### src/rtl/exception_unit.sv
// Machine-mode trap controller: prioritises exceptions, interrupts and mret, forms CSR write data
// and sequences redirect/flush through IDLE -> ENTER -> DRAIN. Optional macro: EXC_UNIT_IRQ_SYNC_EN.
module exception_unit #(
    parameter int unsigned XLEN = 32
) (
    input  logic            clk_i,
    input  logic            rst_i,
    input  logic            valid_i,
    input  logic [XLEN-1:0] pc_i,
    input  logic [XLEN-1:0] inst_i,
    input  logic [XLEN-1:0] badaddr_i,
    input  logic            e_inst_misaligned_i,
    input  logic            e_illegal_inst_i,
    input  logic            e_ebreak_i,
    input  logic            e_ecall_i,
    input  logic            e_ld_misaligned_i,
    input  logic            e_st_misaligned_i,
    input  logic            is_mret_i,
    input  logic            irq_ext_i,
    input  logic            irq_timer_i,
    input  logic            irq_sw_i,
    input  logic [XLEN-1:0] mstatus_i,
    input  logic [XLEN-1:0] mie_i,
    input  logic [XLEN-1:0] mepc_i,
    input  logic [XLEN-1:0] mcause_i,
    input  logic [XLEN-1:0] mtval_i,
    output logic            we_exc_o,
    output logic [XLEN-1:0] mcause_d_o,
    output logic [XLEN-1:0] mepc_d_o,
    output logic [XLEN-1:0] mtval_d_o,
    output logic [XLEN-1:0] mstatus_d_o,
    output logic [XLEN-1:0] mip_d_o,
    output logic            is_int_o,
    output logic            sel_exc_nret_o,
    output logic            redirect_o,
    output logic            flush_o
);

    typedef enum logic [1:0] {
        IDLE  = 2'd0,
        ENTER = 2'd1,
        DRAIN = 2'd2
    } state_e;

    state_e state_q, state_d;

    // Pending bits: [2] ext, [1] timer, [0] sw
    logic [2:0] irq_raw;
    logic [2:0] pend_q;

`ifdef EXC_UNIT_IRQ_SYNC_EN
    // First synchroniser stage; pend_q acts as the second stage.
    logic [2:0] irq_meta_q;

    always_ff @(posedge clk_i or posedge rst_i) begin
        if (rst_i) begin
            irq_meta_q <= '0;
        end else begin
            irq_meta_q <= {irq_ext_i, irq_timer_i, irq_sw_i};
        end
    end

    assign irq_raw = irq_meta_q;
`else
    assign irq_raw = {irq_ext_i, irq_timer_i, irq_sw_i};
`endif

    always_ff @(posedge clk_i or posedge rst_i) begin
        if (rst_i) begin
            pend_q <= '0;
        end else begin
            pend_q <= irq_raw;
        end
    end

    logic int_ext, int_timer, int_sw, any_int, any_exc, trap_ev, mret_ev;

    assign int_ext   = mstatus_i[3] & mie_i[11] & pend_q[2];
    assign int_timer = mstatus_i[3] & mie_i[7]  & pend_q[1];
    assign int_sw    = mstatus_i[3] & mie_i[3]  & pend_q[0];
    assign any_int   = int_ext | int_timer | int_sw;
    assign any_exc   = e_inst_misaligned_i | e_illegal_inst_i | e_ebreak_i |
                       e_ecall_i | e_ld_misaligned_i | e_st_misaligned_i;
    assign trap_ev   = valid_i & (any_exc | any_int);
    assign mret_ev   = valid_i & is_mret_i;

    logic [XLEN-1:0] int_cause, exc_cause, exc_tval, trap_cause, trap_tval;
    logic [XLEN-1:0] trap_mstatus, mret_mstatus;

    always_comb begin
        int_cause = '0;
        if (int_ext) begin
            int_cause = 32'h8000_000B;
        end else if (int_sw) begin
            int_cause = 32'h8000_0003;
        end else if (int_timer) begin
            int_cause = 32'h8000_0007;
        end
    end

    always_comb begin
        exc_cause = '0;
        exc_tval  = '0;
        if (e_inst_misaligned_i) begin
            exc_cause = 32'd0;
            exc_tval  = badaddr_i;
        end else if (e_illegal_inst_i) begin
            exc_cause = 32'd2;
            exc_tval  = inst_i;
        end else if (e_ebreak_i) begin
            exc_cause = 32'd3;
        end else if (e_ecall_i) begin
            exc_cause = 32'd11;
        end else if (e_ld_misaligned_i) begin
            exc_cause = 32'd4;
            exc_tval  = badaddr_i;
        end else if (e_st_misaligned_i) begin
            exc_cause = 32'd6;
            exc_tval  = badaddr_i;
        end
    end

    assign trap_cause = any_int ? int_cause : exc_cause;
    assign trap_tval  = any_int ? '0 : exc_tval;

    always_comb begin
        trap_mstatus        = mstatus_i;
        trap_mstatus[7]     = mstatus_i[3];
        trap_mstatus[3]     = 1'b0;
        trap_mstatus[12:11] = 2'b11;
        mret_mstatus        = mstatus_i;
        mret_mstatus[3]     = mstatus_i[7];
        mret_mstatus[7]     = 1'b1;
        mret_mstatus[12:11] = 2'b11;
    end

    logic            we_q, we_d, is_int_q, is_int_d, sel_q, sel_d;
    logic            redir_q, redir_d, flush_q, flush_d;
    logic [XLEN-1:0] mcause_q, mcause_d, mepc_q, mepc_d, mtval_q, mtval_d, mstatus_q, mstatus_d;

    always_comb begin
        state_d   = state_q;
        we_d      = 1'b0;
        is_int_d  = 1'b0;
        sel_d     = 1'b0;
        redir_d   = 1'b0;
        flush_d   = 1'b0;
        mcause_d  = mcause_q;
        mepc_d    = mepc_q;
        mtval_d   = mtval_q;
        mstatus_d = mstatus_q;
        unique case (state_q)
            IDLE: begin
                if (trap_ev || mret_ev) begin
                    state_d = ENTER;
                    we_d    = 1'b1;
                    redir_d = 1'b1;
                    flush_d = 1'b1;
                    if (trap_ev) begin
                        is_int_d  = any_int;
                        mcause_d  = trap_cause;
                        mepc_d    = pc_i;
                        mtval_d   = trap_tval;
                        mstatus_d = trap_mstatus;
                    end else begin
                        sel_d     = 1'b1;
                        mcause_d  = mcause_i;
                        mepc_d    = mepc_i;
                        mtval_d   = mtval_i;
                        mstatus_d = mret_mstatus;
                    end
                end
            end
            ENTER: begin
                state_d = DRAIN;
                flush_d = 1'b1;
            end
            DRAIN: begin
                state_d = IDLE;
            end
            default: begin
                state_d = IDLE;
            end
        endcase
    end

    always_ff @(posedge clk_i or posedge rst_i) begin
        if (rst_i) begin
            state_q   <= IDLE;
            we_q      <= 1'b0;
            is_int_q  <= 1'b0;
            sel_q     <= 1'b0;
            redir_q   <= 1'b0;
            flush_q   <= 1'b0;
            mcause_q  <= '0;
            mepc_q    <= '0;
            mtval_q   <= '0;
            mstatus_q <= '0;
        end else begin
            state_q   <= state_d;
            we_q      <= we_d;
            is_int_q  <= is_int_d;
            sel_q     <= sel_d;
            redir_q   <= redir_d;
            flush_q   <= flush_d;
            mcause_q  <= mcause_d;
            mepc_q    <= mepc_d;
            mtval_q   <= mtval_d;
            mstatus_q <= mstatus_d;
        end
    end

    assign we_exc_o       = we_q;
    assign is_int_o       = is_int_q;
    assign sel_exc_nret_o = sel_q;
    assign redirect_o     = redir_q;
    assign flush_o        = flush_q;
    assign mcause_d_o     = mcause_q;
    assign mepc_d_o       = mepc_q;
    assign mtval_d_o      = mtval_q;
    assign mstatus_d_o    = mstatus_q;
    assign mip_d_o        = {20'b0, pend_q[2], 3'b0, pend_q[1], 3'b0, pend_q[0], 3'b0};

    logic unused_mie_bits;
    assign unused_mie_bits = ^{mie_i[31:12], mie_i[10:8], mie_i[6:4], mie_i[2:0]};

endmodule

### config.mk
export PLATFORM = sky130hd
export DESIGN_NAME = exception_unit
export DESIGN_NICKNAME = d
export VERILOG_FILES = /design/src/rtl/exception_unit.sv
export SDC_FILE = /design/constraint.sdc
export NUM_CORES = 1
export LEC_CHECK = 0
export CELL_PAD_IN_SITES_DETAIL_PLACEMENT = 1
export CELL_PAD_IN_SITES_GLOBAL_PLACEMENT = 1
export CORE_UTILIZATION = 22
export CTS_BUF_LIST = sky130_fd_sc_hd__clkbuf_2
export CTS_CLUSTER_SIZE = 25
export DETAILED_ROUTE_END_ITERATION = 7
export GPL_TIMING_DRIVEN = 0
export PLACE_DENSITY_LB_ADDON = 0.15
export SETUP_SLACK_MARGIN = 0.05
export SLEW_MARGIN = 0
export SYNTH_ARGS = -nofsm -noshare
export SYNTH_HDL_FRONTEND = slang
export SYNTH_SLANG_ARGS = --single-unit
export TNS_END_PERCENT = 50
### constraint.sdc
create_clock -name clk_i -period 4.06 [get_ports clk_i]
set_input_delay 0.406 -clock clk_i [delete_from_list [all_inputs] [get_ports clk_i]]
set_output_delay 0.406 -clock clk_i [all_outputs]
set_load 0.02 [all_outputs]
==> results.yml, run 1 <==
yosys:
  synth_cell_type_count: 34
  seq_area_frac_synth_pct: 55.8
  synthCells: 640
  synthesis.area_um2: 6100
  synth-edff-count: 0
  synthesized_area_divided_by_synthesized_cell_count_um2: 9.53
  synth-main-ff-cell: "sky130_fd_sc_hd__dfrtp_1"
  yosysWarningCount: 0
  yosys_register_bits: 136
  postSynth.asyncResetShare_pct: 100
worst_setup_path:
  critPathCaptureType: "register"
  critical_path.slowest_cell: "sky130_fd_sc_hd__buf_1"
  critical_setup_path_class: "reg -> reg"
  cp-start-kind: "register"
  crit_arrival_ns: 3.23
  rrSetupSlack_ns: 1.46
  slowest_delay_ns: 0.57
  crit_required_ns: 4.70
  critical_path_peak_fanout: 10
  timing.critical_path.cells: "a22o_1, a21bo_2, o21ai_0, buf_2, buf_1, a2bb2oi_1, a21oi_1"
finish:
  area_delta_synth_final_pct: 76.7
  layout-drive-gt1-share_pct: 8.06
  final_cell_count_no_fill: 1453
  num-nets-final: 1335
  share_of_the_core_filled_with_cells_in_the_final_layout_pct: 39.7
pwr:
  ir_drop_mv: 0.151
  total_power_uw: 4500
  power_switching_share_pct: 38.7
  share_seq_of_total_power_pct: 39.3
  cell_internal_pwr_uw: 2760
  p_per_area_nw_per_um2: 417
  combPwrFrac_pct: 40.2
  total_switching_power_uw: 1740
  standby_leakage_power_uw: 0.00461
  portion_of_total_power_attributed_to_the_clock_network_pct: 20.5
route:
  detail_route.wirelength_um: 26500
  wire_per_inst_um: 18.2
  detail_route.iter0.violations: 175
  total_drc_errors_in_the_routed_layout: 0
  ant_nets: 0
  avgViaCountPerCell: 4.34
  detailroute.via_count: 6304
  dr.pass1.iters: 4
global_route:
  wire_length_of_the_first_global_routing_pass_um: 40600
  grt_max_degree: 40
  first_global_vias: 6857
  grt_overflow: 0
  antenna_violations_before_repair: 2
  groute.usage.overall_pct: 18.9
placed_design:
  post-place-cells: 1416
  placement.io_buffers: 372
  place.gp.congestion: 0.748
  dp.final_hpwl_um: 20900
timing:
  post-route-period-util_pct: 64.0
  maximum_operating_frequency_ghz: 0.385
  finalCriticalPeriod_ns: 2.60
  rsz0062_at_grt: "false"
  finalMaxSlewViolations: 0
  tns_ns: 0
  worst-slew-pin-transition_ns: 0.875
  final_hold_viol_count: 0
  fin_worst_skew_ns: 0.0361
  worst_slew_margin_rel_pct: 41.0
  setup_viol_count_final: 0
clocking:
  cts_tree: "done"
  clock_insertion_delay_worst_skew_ns: 0.72
  worst_setup_hold_path_clk_slew_ns: 0.24
  h-tree-depth: 4
  numCtsBuffers: 17
  cts_resized: 0
  clock_path_buffers: 2
  clock_sinks: 136
  root_buffer_selected_by_cts: "sky130_fd_sc_hd__clkbuf_2"
floorplanning:
  start_util_pct: 22.5
  die-width_um: 168
  fp-row-count: 60
  core_area_um2: 27100
  top_level_ports: 434
  die-height_um: 168
  die_area_um2: 28400
flow_run:
  maxCapViolations: 0
hold_path:
  hold_crit_path_type: "in -> reg"
run_status:
  run_status: "finished, final reports clean"
-- cell usage after synthesis (2+ instances only) --
master                      number  area, um^2
sky130_fd_sc_hd__o21ai_0         8        40.0
sky130_fd_sc_hd__nor3_1          4        20.0
sky130_fd_sc_hd__nor2b_1         2        12.5
sky130_fd_sc_hd__inv_1           4        15.0
sky130_fd_sc_hd__a22oi_1        32         240
sky130_fd_sc_hd__nand2b_1        2        12.5
sky130_fd_sc_hd__clkbuf_1       28         105
sky130_fd_sc_hd__buf_4          31         233
sky130_fd_sc_hd__buf_2          11        55.1
sky130_fd_sc_hd__nand2_1       123         462
sky130_fd_sc_hd__a2bb2oi_1      32         280
sky130_fd_sc_hd__a22o_1         29         254
sky130_fd_sc_hd__nand3_1         3        15.0
sky130_fd_sc_hd__buf_1          10        37.5
sky130_fd_sc_hd__nor2_1         68         255
sky130_fd_sc_hd__a21oi_1       100         500
sky130_fd_sc_hd__dfrtp_1       136        3400
-- worst max-delay path: cells and delay by family (launching register included) --
family,cells,cell delay (ns)
compound gates,5,1.13
flops,1,0.45
buf+inv,2,0.93
-- routing by layer --
layer | part of all wire [%] | vias up | GRT usage [%]
met2 | 49 | 264 | 32.9
met1 | 41 | 3009 | 22.0
met3 | 8.6 | 20 | 6.59
met5 | 0 | - | 0
met4 | 1.5 | 0 | 5.02
li1 | - | 3011 | -
-- stage by stage --
step / setup slack (ns) / hold slack (ns) / instance area (um^2)
after floorplan: 1.96 / 0.437 / 6210
after global placement: 0.449 / 0.458 / 10400
after detailed placement: 0.859 / 0.462 / 10500
after CTS: 1.40 / 0.0167 / 10800
after global routing: 1.23 / 0.00438 / 10800
final: 1.46 / 0.103 / 10800
-- area by class of cell --
cell class / instances / area, um^2
Fill cell: 3148 / 16300
Tap cell: 372 / 465
Clock buffer: 17 / 85.1
Inverter: 5 / 22.5
Antenna cell: 2 / 5.00
Timing Repair Buffer: 379 / 3830
Sequential cell: 136 / 3400
Multi-Input combinational cell: 447 / 2350
Buffer: 80 / 430
Clock inverter: 15 / 176
-- power groups by stage --
stage / Sequential (uW) / Clock [uW] / Combinational (uW)
after global placement: 1780 / 0 / 1810
final: 1770 / 922 / 1810
after detailed placement: 1800 / 0 / 1830
after CTS: 1770 / 966 / 1840
after floorplan: 2120 / 0 / 476
after global routing: 1810 / 1020 / 1950
-- kinds of logic after synthesis --
family	after synthesis	synth area share (%)
buffers and inverters	85	7.37
flip-flops	136	55.8
AND/OR/NAND/NOR	206	13.4
AO/OA/AOI/OAI	212	23.4
other	1	0.0615
-- flip-flops by register name, summed over array words and instances (netlist names), 2 cells and up --
signal	flops
mstatus_d_o	31
pend_q	3
state_q	2
mepc_d_o	32
mtval_d_o	32
mcause_d_o	32
-- repair_timing --
item | 4_1_cts | 5_1_grt
buffers inserted | 0 | 0
endpoints found under the hold margin | 7 | 0
endpoints found under the setup margin | 0 | 0
hold buffers | 3 | 0
-- worst paths after layout --
path	from	to	depth (start not counted)
hold reg to reg	mstatus_d_o[4]	mstatus_d_o[4]	2
hold / removal	irq_timer_i	pend_q[1]	1
setup reg to reg	pend_q[2]	mtval_d_o[6]	7
setup / recovery	pend_q[2]	mtval_d_o[6]	7
max in group asynchronous	rst_i	mstatus_d_o[4]	5
min in group asynchronous	rst_i	pend_q[0]	3
-- placed cells by master (no fill, tap or decap), types with 4 or more instances in the layout --
cell and n:
sky130_fd_sc_hd__buf_12 4, sky130_fd_sc_hd__inv_6 6, sky130_fd_sc_hd__buf_4 31, sky130_fd_sc_hd__inv_8 4, sky130_fd_sc_hd__clkbuf_2 17, sky130_fd_sc_hd__nor3_1 4, sky130_fd_sc_hd__nor2_1 68, sky130_fd_sc_hd__clkbuf_1 28
sky130_fd_sc_hd__o21ai_0 8, sky130_fd_sc_hd__a22o_1 29, sky130_fd_sc_hd__conb_1 29, sky130_fd_sc_hd__buf_2 11, sky130_fd_sc_hd__a2bb2oi_1 32, sky130_fd_sc_hd__nand2_1 123, sky130_fd_sc_hd__a21oi_1 100, sky130_fd_sc_hd__buf_1 10
sky130_fd_sc_hd__dfrtp_1 136, sky130_fd_sc_hd__clkdlybuf4s50_1 372, sky130_fd_sc_hd__a22oi_1 32
Power figures use the tool's default switching activity.
==> run 2, diff against run 1 <==
--- a/config.mk
+++ b/config.mk
@@ -7,10 +7,11 @@
 export LEC_CHECK = 0
 export CELL_PAD_IN_SITES_DETAIL_PLACEMENT = 1
 export CELL_PAD_IN_SITES_GLOBAL_PLACEMENT = 1
-export CORE_UTILIZATION = 22
+export CORE_AREA = 2 2 169 171
 export CTS_BUF_LIST = sky130_fd_sc_hd__clkbuf_2
 export CTS_CLUSTER_SIZE = 25
 export DETAILED_ROUTE_END_ITERATION = 7
+export DIE_AREA = 0 0 171 173
 export GPL_TIMING_DRIVEN = 0
 export PLACE_DENSITY_LB_ADDON = 0.15
 export SETUP_SLACK_MARGIN = 0.05
==> constraint.sdc (replaced) <==
create_clock -name clk_i -period 2.6 [get_ports clk_i]
set_input_delay 0.26 -clock clk_i [delete_from_list [all_inputs] [get_ports clk_i]]
set_output_delay 0.26 -clock clk_i [all_outputs]
set_load 0.02 [all_outputs]
==> results.yml, run 2 (synthesized netlist as in run 1, its figures left out) <==
pwr:
  standby_leakage_power_uw: 0.00497
  combPwrFrac_pct: 41.2
  cell_internal_pwr_uw: 4390
  p_per_area_nw_per_um2: 614
  total_switching_power_uw: 2740
  share_seq_of_total_power_pct: 38.8
  ir_drop_mv: 0.255
  power_switching_share_pct: 38.4
  portion_of_total_power_attributed_to_the_clock_network_pct: 20.1
clocking:
  h-tree-depth: 4
  root_buffer_selected_by_cts: "sky130_fd_sc_hd__clkbuf_2"
  clock_insertion_delay_worst_skew_ns: 0.74
  clock_sinks: 136
  numCtsBuffers: 17
  worst_setup_hold_path_clk_slew_ns: 0.25
  cts_tree: "done"
  clock_path_buffers: 2
worst_setup_path:
  path_buf_inv: 2
  timing.critical_path.cells: "a22o_1, a21bo_2, o21ai_0, buf_2, buf_1, a2bb2oi_1, a21oi_1"
  critical_path_peak_fanout: 10
  crit_required_ns: 3.27
  crit_arrival_ns: 2.97
  critical_setup_path_class: "reg -> reg"
  cp-start-kind: "register"
  path_delay_family: "compound AO/OA/AOI/OAI gates"
  slowest_delay_ns: 0.44
  critPathCaptureType: "register"
  critical_path.slowest_cell: "sky130_fd_sc_hd__dfrtp_1"
route:
  avgViaCountPerCell: 4.33
  dr.pass1.iters: 4
  wire_per_inst_um: 18.3
  total_drc_errors_in_the_routed_layout: 0
  detail_route.iter0.violations: 260
  detailroute.via_count: 6683
  detail_route.wirelength_um: 28300
  ant_nets: 0
finish:
  layout-drive-gt1-share_pct: 7.91
  post-route-cell-area_um2: 11600
  final_cell_mix: "sky130_fd_sc_hd__clkdlybuf4s50_1, sky130_fd_sc_hd__dfrtp_1, sky130_fd_sc_hd__nand2_1"
  area_delta_synth_final_pct: 90.4
  final_common_cell: "sky130_fd_sc_hd__clkdlybuf4s50_1"
  num-nets-final: 1419
  final_cell_count_no_fill: 1542
  share_of_the_core_filled_with_cells_in_the_final_layout_pct: 42.0
floorplanning:
  core_area_um2: 27600
  fp-row-count: 61
  die_area_um2: 29600
  die-height_um: 173
  top_level_ports: 434
  start_util_pct: 22.1
  die-width_um: 171
placed_design:
  place_area_um2: 10500
  dp.final_hpwl_um: 21400
  post-place-cells: 1422
  placement.io_buffers: 372
  place.gp.congestion: 0.750
  dp_worst_setup_slack_ns: -0.503
global_route:
  groute.usage.overall_pct: 18.8
  antenna_violations_before_repair: 3
  wire_length_of_the_first_global_routing_pass_um: 42200
  grt_overflow: 0
  first_global_vias: 7152
  grt_max_degree: 33
timing:
  finalCriticalPeriod_ns: 2.31
  rsz0062_at_grt: "false"
  worst_slew_margin_rel_pct: 55.3
  fin_worst_skew_ns: 0.0538
  post-route-period-util_pct: 88.7
  worst-slew-pin-transition_ns: 0.670
  final_hold_viol_count: 0
  maximum_operating_frequency_ghz: 0.434
  finalMaxSlewViolations: 0
  setup_slack_ns: 0.295
  post_route_worst_hold_slack_ns: 0.102
  setup_viol_count_final: 0
hold_path:
  hold_crit_path_type: "in -> reg"
flow_run:
  maxCapViolations: 0
run_status:
  run_status: "finished, final reports clean"
run 2: cell count changes in the layout (fill, tap and decap cells not counted), sizes merged:
cell	previous run	this run
dlygate4sd3	3	83
diode	2	1
clkbuf	45	46
buf	56	59
clkinv	3	4
inv	14	13
run 2: final cells by class:
| cell class | instances | area (um^2) |
|---|---|---|
| tap | 378 | 473 |
| clock inverter | 15 | 179 |
| timing repair buffer | 463 | 4660 |
| inverter | 5 | 22.5 |
| buffer | 80 | 432 |
| antenna | 1 | 2.50 |
| fill | 3235 | 16000 |
| clock buffer | 17 | 85.1 |
| multi-input combinational | 447 | 2350 |
| sequential | 136 | 3400 |
run 2: timing repair:
item                                    in CTS  in global routing
hold buffers                                72                 11
endpoints found under the hold margin       88                 11
endpoints found under the setup margin       0                 60
resized for setup                            0                  1
setup buffers                                0                  4
run 2: metal layers:
layer	GRT usage (%)	vias to the layer above	part of all wire (%)	wire length, um
met5	0	-	0.088	25
met4	4.59	4	1.7	473
met3	7.62	26	10	2830
met2	33.0	276	50	14000
met1	21.0	3191	39	10900
li1	-	3186	-	-
run 2: worst register-to-register path, cell delays in order (launching register included):
cell                        delay (ns)
sky130_fd_sc_hd__dfrtp_1          0.44
sky130_fd_sc_hd__a22o_1           0.26
sky130_fd_sc_hd__a21bo_2          0.27
sky130_fd_sc_hd__o21ai_0          0.23
sky130_fd_sc_hd__buf_2            0.33
sky130_fd_sc_hd__buf_1            0.43
sky130_fd_sc_hd__a2bb2oi_1        0.16
sky130_fd_sc_hd__a21oi_1          0.16
run 2: power groups by stage:
stage | clock network, uW | logic, uW | registers [uW]
3_3_place_gp | 0 | 2830 | 2790
5_1_grt | 1590 | 3170 | 2820
4_1_cts | 1520 | 2950 | 2770
3_5_place_dp | 0 | 2850 | 2810
2_1_floorplan | 0 | 744 | 3310
6_report | 1430 | 2930 | 2760
run 2: final timing paths:
kind,slack [ns],depth (start not counted),from,to
max in group asynchronous,1.35,5,rst_i,mepc_d_o[23]
min,0.10,3,mepc_i[26],mepc_d_o[26]
max reg2reg,0.29,7,pend_q[2],mtval_d_o[14]
min reg2reg,0.51,2,mstatus_d_o[13],mstatus_d_o[13]
max,0.29,7,pend_q[2],mtval_d_o[14]
min in group asynchronous,0.42,3,rst_i,mtval_d_o[22]
run 2: through the flow:
stage | setup TNS (ns) | power, uW
global route | 0 | 7580
finish | 0 | 7130
floorplan | 0 | 4050
detailed placement | -43.90 | 5660
global placement | -162.10 | 5610
CTS | 0 | 7240
==> patch 1, RTL diff (flow settings as in run 2) <==
Register the input `mtval_i` before use, without a reset. The logic sees it one clock later. The other inputs are not delayed to match.
--- a/src/rtl/exception_unit.sv
+++ b/src/rtl/exception_unit.sv
@@ -42,6 +42,12 @@
         DRAIN = 2'd2
     } state_e;
 
+    logic [XLEN-1:0] mtval_r;
+
+    always_ff @(posedge clk_i) begin
+        mtval_r <= mtval_i;
+    end
+
     state_e state_q, state_d;
 
     // Pending bits: [2] ext, [1] timer, [0] sw
@@ -166,7 +172,7 @@
                         sel_d     = 1'b1;
                         mcause_d  = mcause_i;
                         mepc_d    = mepc_i;
-                        mtval_d   = mtval_i;
+                        mtval_d   = mtval_r;
                         mstatus_d = mret_mstatus;
                     end
                 end
Behaviour: not the same (a bounded check fails within 4 cycles, from zero or initial values and one cycle with rst_i high).
==> patch 1 against run 2 <==
- sequential cell count up 32
- critical endpoint is now mepc_d_o[21]
- final area increased by 10%
- clock skew grew 0.014 ns
- critical path type unchanged
- routed wire length grew 4.7%
- area after synthesis rose by 16%
- clock power is 4% lower
- power rose by 9.5%
- setup slack lost 0.18 ns
==> patch 1: results (changes against run 2) <==
number of I/O port buffers=373 (was 372); commonest cells in the netlist=dfrtp_1, nand2_1, a21oi_1 (unchanged); clock transition at the registers of the reported paths=0.32 ns (was 0.25 ns); met1 usage=22.7% (was 21.0%); Post-Syn Area per Cell=10.5 um2 (was 9.53 um2); Worst R2R End=mepc_d_o[21] (was mtval_d_o[14]); setup clock skew after layout=0.0680 ns (was 0.0538 ns); WL met1=12,000 um (was 10,900 um); layout buffering overhead excluding clock cells=43.1% (was 43.9%); worst r2r src=pend_q[0] (was pend_q[2]); first-pass GRT wire length=44,300 um (was 42,200 um); Final #Nets=1,481 (was 1,419); fillcell total=3,145 (was 3,235); number of combinational gates with multiple inputs=451 (was 447); number of distinct library cell variants in the gate-level netlist after synthesis=39 (was 34); end point of the most critical hold path=mcause_d_o[28] (was mepc_d_o[26]); share of cell area taken by multi-input logic gates=19.8% (was 20.2%); sum of met2 wire segment lengths after detailed routing=14,800 um (was 14,000 um); maximum vdd ir drop=0.225 mV (was 0.255 mV); global-route total usage across every layer=19.6% (was 18.8%); via count of the first global-routing pass=7,674 (was 7,152); met3 wire length=2510 um (was 2830 um); status=finished, final reports clean (unchanged); worst setup slack for register-to-register paths=0.11 ns (was 0.29 ns); via count of the routed design=6,986 (was 6,683); total half-perimeter wirelength after legalization and detailed placement=21,900 um (was 21,400 um); met2 demand-to-capacity share in global routing=35.0% (was 33.0%); clock network contribution to total cell area=1.60% (was 2.27%); Hold-fix buffers, CTS=112 (was 72); CLK BUF=19 (was 17); GPL Wtd Cong=0.771 (was 0.750); sequential fraction of total cell area=31.6% (was 29.3%); DRC violation total after the first TritonRoute iteration=211 (was 260); post-layout instance count excluding filler cells=1,604 (was 1,542); instance count along the most critical hold path=2 (was 3)
-- patch 1: cell types whose count changed after synthesis, sizes merged, moves of 3 or more --
cell	delta
nor2	+6
dfxtp	+32
clkbuf	-27
nor3	-3
buf	+27
-- patch 1: through the flow --
step	power (mW)	cell area (um2)	worst slack [ns]	hold WS, ns	util (%)
floorplan	4.75	7190	0.647	0.288	-
global placement	6.33	11400	-0.973	0.457	41.2
detailed placement	6.37	11500	0.156	0.461	41.5
CTS	7.93	12800	0.0704	0.0127	46.3
global route	8.30	12800	0.0462	0.000310	46.4
finish	7.81	12800	0.112	0.105	46.4
-- patch 1: worst reg2reg max path: stages (launching register included) --
cell and delay, ns:
dfrtp_1 0.48, a22o_1 0.28, a21bo_2 0.27, o21a_1 0.19, buf_2 0.21, buf_4 0.22, a21oi_1 0.15, a21oi_1 0.08
dlygate4sd3_1 0.55
-- patch 1: power by group through the flow --
stage	clock (mW)	combinational (mW)	sequential (mW)
4_1_cts	1.45	3.18	3.30
6_report	1.37	3.15	3.29
3_5_place_dp	0	3.03	3.35
2_1_floorplan	0	0.896	3.85
5_1_grt	1.56	3.39	3.35
3_3_place_gp	0	3.00	3.33
-- patch 1: worst max path at each step --
stage / slack, ns / end / depth (start not counted) / start
after global routing: 0.05 / mepc_d_o[21] / 8 / pend_q[0]
after global placement: -0.97 / mepc_d_o[10] / 2 / rst_i
after floorplan: 0.65 / flush_o / 1 / rst_i
after CTS: 0.07 / mepc_d_o[21] / 8 / pend_q[0]
final: 0.11 / mepc_d_o[21] / 8 / pend_q[0]
after detailed placement: 0.16 / mepc_d_o[13] / 8 / mstatus_i[3]
-- patch 1: kinds of logic after synthesis --
group           count (synthesis)  synth area share [%]
compound gates                211                  21.6
simple gates                  211                  12.6
flops                         168                  57.1
buf+inv                        85                  8.59
other cells                     1                0.0530
==> patch 2, RTL diff (config.mk and constraints of run 2) <==
Made on the original files. The option `EXC_UNIT_IRQ_SYNC_EN` is turned on by a define.
--- a/src/rtl/exception_unit.sv
+++ b/src/rtl/exception_unit.sv
@@ -1,5 +1,7 @@
 // Machine-mode trap controller: prioritises exceptions, interrupts and mret, forms CSR write data
 // and sequences redirect/flush through IDLE -> ENTER -> DRAIN. Optional macro: EXC_UNIT_IRQ_SYNC_EN.
+`define EXC_UNIT_IRQ_SYNC_EN
+
 module exception_unit #(
     parameter int unsigned XLEN = 32
 ) (
Behaviour: not the same (a bounded check fails within 4 cycles, from zero or initial values and one cycle with rst_i high).
==> patch 2 against run 2 <==
- setup slack better by 0.025 ns
- clock power down 3%
- first-iteration DRC count down 5.4%
- sequential cell count up 3
- worst hold slack better by 0.0070 ns
- area after synthesis up 1.4%
- clock skew about the same
- final area up 0.66%
- critical path type unchanged
- critical endpoint is now mtval_d_o[2]
- routed wire length down 3.9%
- power about the same
- die area unchanged
- utilization up 0.28 points
==> patch 2: results (changes against run 2) <==
fraction of layout instances using a drive strength above 1=8.40% (was 7.91%); Arrival @ worst endpoint=2.90 ns (was 2.97 ns); slowest stage cell, crit path=dfrtp_1 (unchanged); H-Tree Level Count=4 (unchanged); commonest cells in the netlist=dfrtp_1, nand2_1, a21oi_1 (unchanged); final-report max-slew violation count=0 (unchanged); Final #Nets=1,422 (was 1,419); via count of the routed design=6,673 (was 6,683); largest cells by area after synthesis=dfrtp_1, a21oi_1, nand2_1 (unchanged); worst setup slack for register-to-register paths=0.32 ns (was 0.29 ns); routed len/inst=17.6 um (was 18.3 um); capture point of the worst path=mtval_d_o[2] (was mtval_d_o[14]); Crit. Startpoint=pend_q[2] (unchanged); number of distinct library cell variants in the gate-level netlist after synthesis=33 (was 34); setup clock skew after layout=0.0536 ns (was 0.0538 ns); YS warnings=0 (unchanged); Bufs on Longest Clock Path=2 (unchanged); Slew HR=49.6% (was 55.3%); cell area after placement=10,600 um2 (was 10,500 um2); delay of the slowest cell on the worst path=around 0.45 ns; global-route total usage across every layer=17.8% (was 18.8%); setup_tns=0 ns (unchanged); sequential element share of the synthesized area=56.3% (was 55.8%); critical path peak fanout=10 (unchanged); Clk Tree Root Cell=clkbuf_2 (unchanged); async set-or-reset flop fraction in the synthesized netlist=100% (unchanged); via count of the first global-routing pass=7,098 (was 7,152); Setup CP Type=register to register (unchanged); Hold Path Class=primary input to register (unchanged); reg2reg path depth=6 (was 7); CTS-repair resized insts=0 (unchanged); status=finished, final reports clean (unchanged); initial antenna violation count=3 (unchanged); static power due to leakage=5.04 nW (was 4.97 nW); post-layout instance count excluding filler cells=1,546 (was 1,542); DRC violation total after the first TritonRoute iteration=246 (was 260); first-pass GRT wire length=40,300 um (was 42,200 um); Skew-Pair Late Insertion Delay=0.73 ns; pin count of the biggest net entering global routing=38 (was 33); CP top delay family=compound AO/OA/AOI/OAI gates (unchanged); number of I/O port buffers=373 (was 372); total half-perimeter wirelength after legalization and detailed placement=20,600 um (was 21,400 um); clock buffers created by TritonCTS=17 (unchanged); detailed-router iteration count before antenna repair=6 (was 4); placed cell count=1,428 (was 1,422); clock transition at the registers of the reported paths=0.22 ns (was 0.25 ns); Cells after Synth=645 (was 640); maximum vdd ir drop=0.237 mV (was 0.255 mV); fillcell total=3,230 (was 3,235); GPL Wtd Cong=0.724 (was 0.750)
## patch 2: metal layers
layer  up-vias  part of all wire (%)  track usage (%)  routed length, um
met5         -                 0.048                0                 13
met3        29                   6.9             5.08               1870
met1      3196                    41             20.8              11000
li1       3203                     -                -                  -
met2       243                    51             31.5              13700
met4         2                   1.9             5.05                508
## patch 2: worst min-delay path by stage
stage / start / to / slack [ns] / depth (start not counted)
after global routing: mepc_i[20] / mepc_d_o[20] / -0.008 / 3
after detailed placement: irq_meta_q[0] / pend_q[0] / 0.34 / 0
after global placement: irq_meta_q[0] / pend_q[0] / 0.33 / 0
final: mepc_i[20] / mepc_d_o[20] / 0.11 / 3
after CTS: mcause_i[12] / mcause_d_o[12] / 0.0003 / 2
after floorplan: irq_sw_i / irq_meta_q[0] / 0.29 / 0
## patch 2: metrics by stage
step | power (mW) | setup slack, ns
6_report | 7.13 | 0.320
3_5_place_dp | 5.71 | -0.405
5_1_grt | 7.60 | 0.0520
4_1_cts | 7.24 | 0.232
3_3_place_gp | 5.66 | -0.958
2_1_floorplan | 4.11 | 0.605
## patch 2: power breakdown
group          total [mW]  switching [mW]  internal, mW
logic                2.93            1.48          1.45
clock network        1.39           0.990         0.404
registers            2.80           0.226          2.58
## patch 2: cell families (layout without fill, tap and decap cells)
kind of cell	Yosys count	after routing	share of synthesized area [%]
simple gates	210	210	13.4
other cells	1	31	0.0607
buf+inv	85	578	7.67
compound gates	210	210	22.6
flops	139	139	56.3
## patch 2: final cells by class
| cell class | count | area (um2) | share of cell area [%] |
|---|---|---|---|
| Timing Repair Buffer | 461 | 4650 | 39.8 |
| Sequential cell | 139 | 3480 | 29.8 |
| Multi-Input combinational cell | 449 | 2330 | 20.0 |
| Tap cell | 378 | 473 | 4.05 |
| Buffer | 79 | 452 | 3.86 |
| Clock inverter | 15 | 179 | 1.53 |
| Clock buffer | 17 | 85.1 | 0.728 |
| Inverter | 6 | 26.3 | 0.225 |
| Antenna cell | 2 | 5.00 | 0.0428 |
## patch 2: repair_timing
item                      4_1_cts  5_1_grt
hold buffers                   66       18
setup buffers                   0        0
hold endpoints to repair       80       18
## patch 2: worst reg2reg max path, stage by stage, from the launching register on
cell and delay, ns:
dfrtp_1 0.45, a22o_1 0.26, a21boi_0 0.38, nand3_1 0.40, clkbuf_1 0.35, a2bb2oi_1 0.21
a21oi_1 0.16
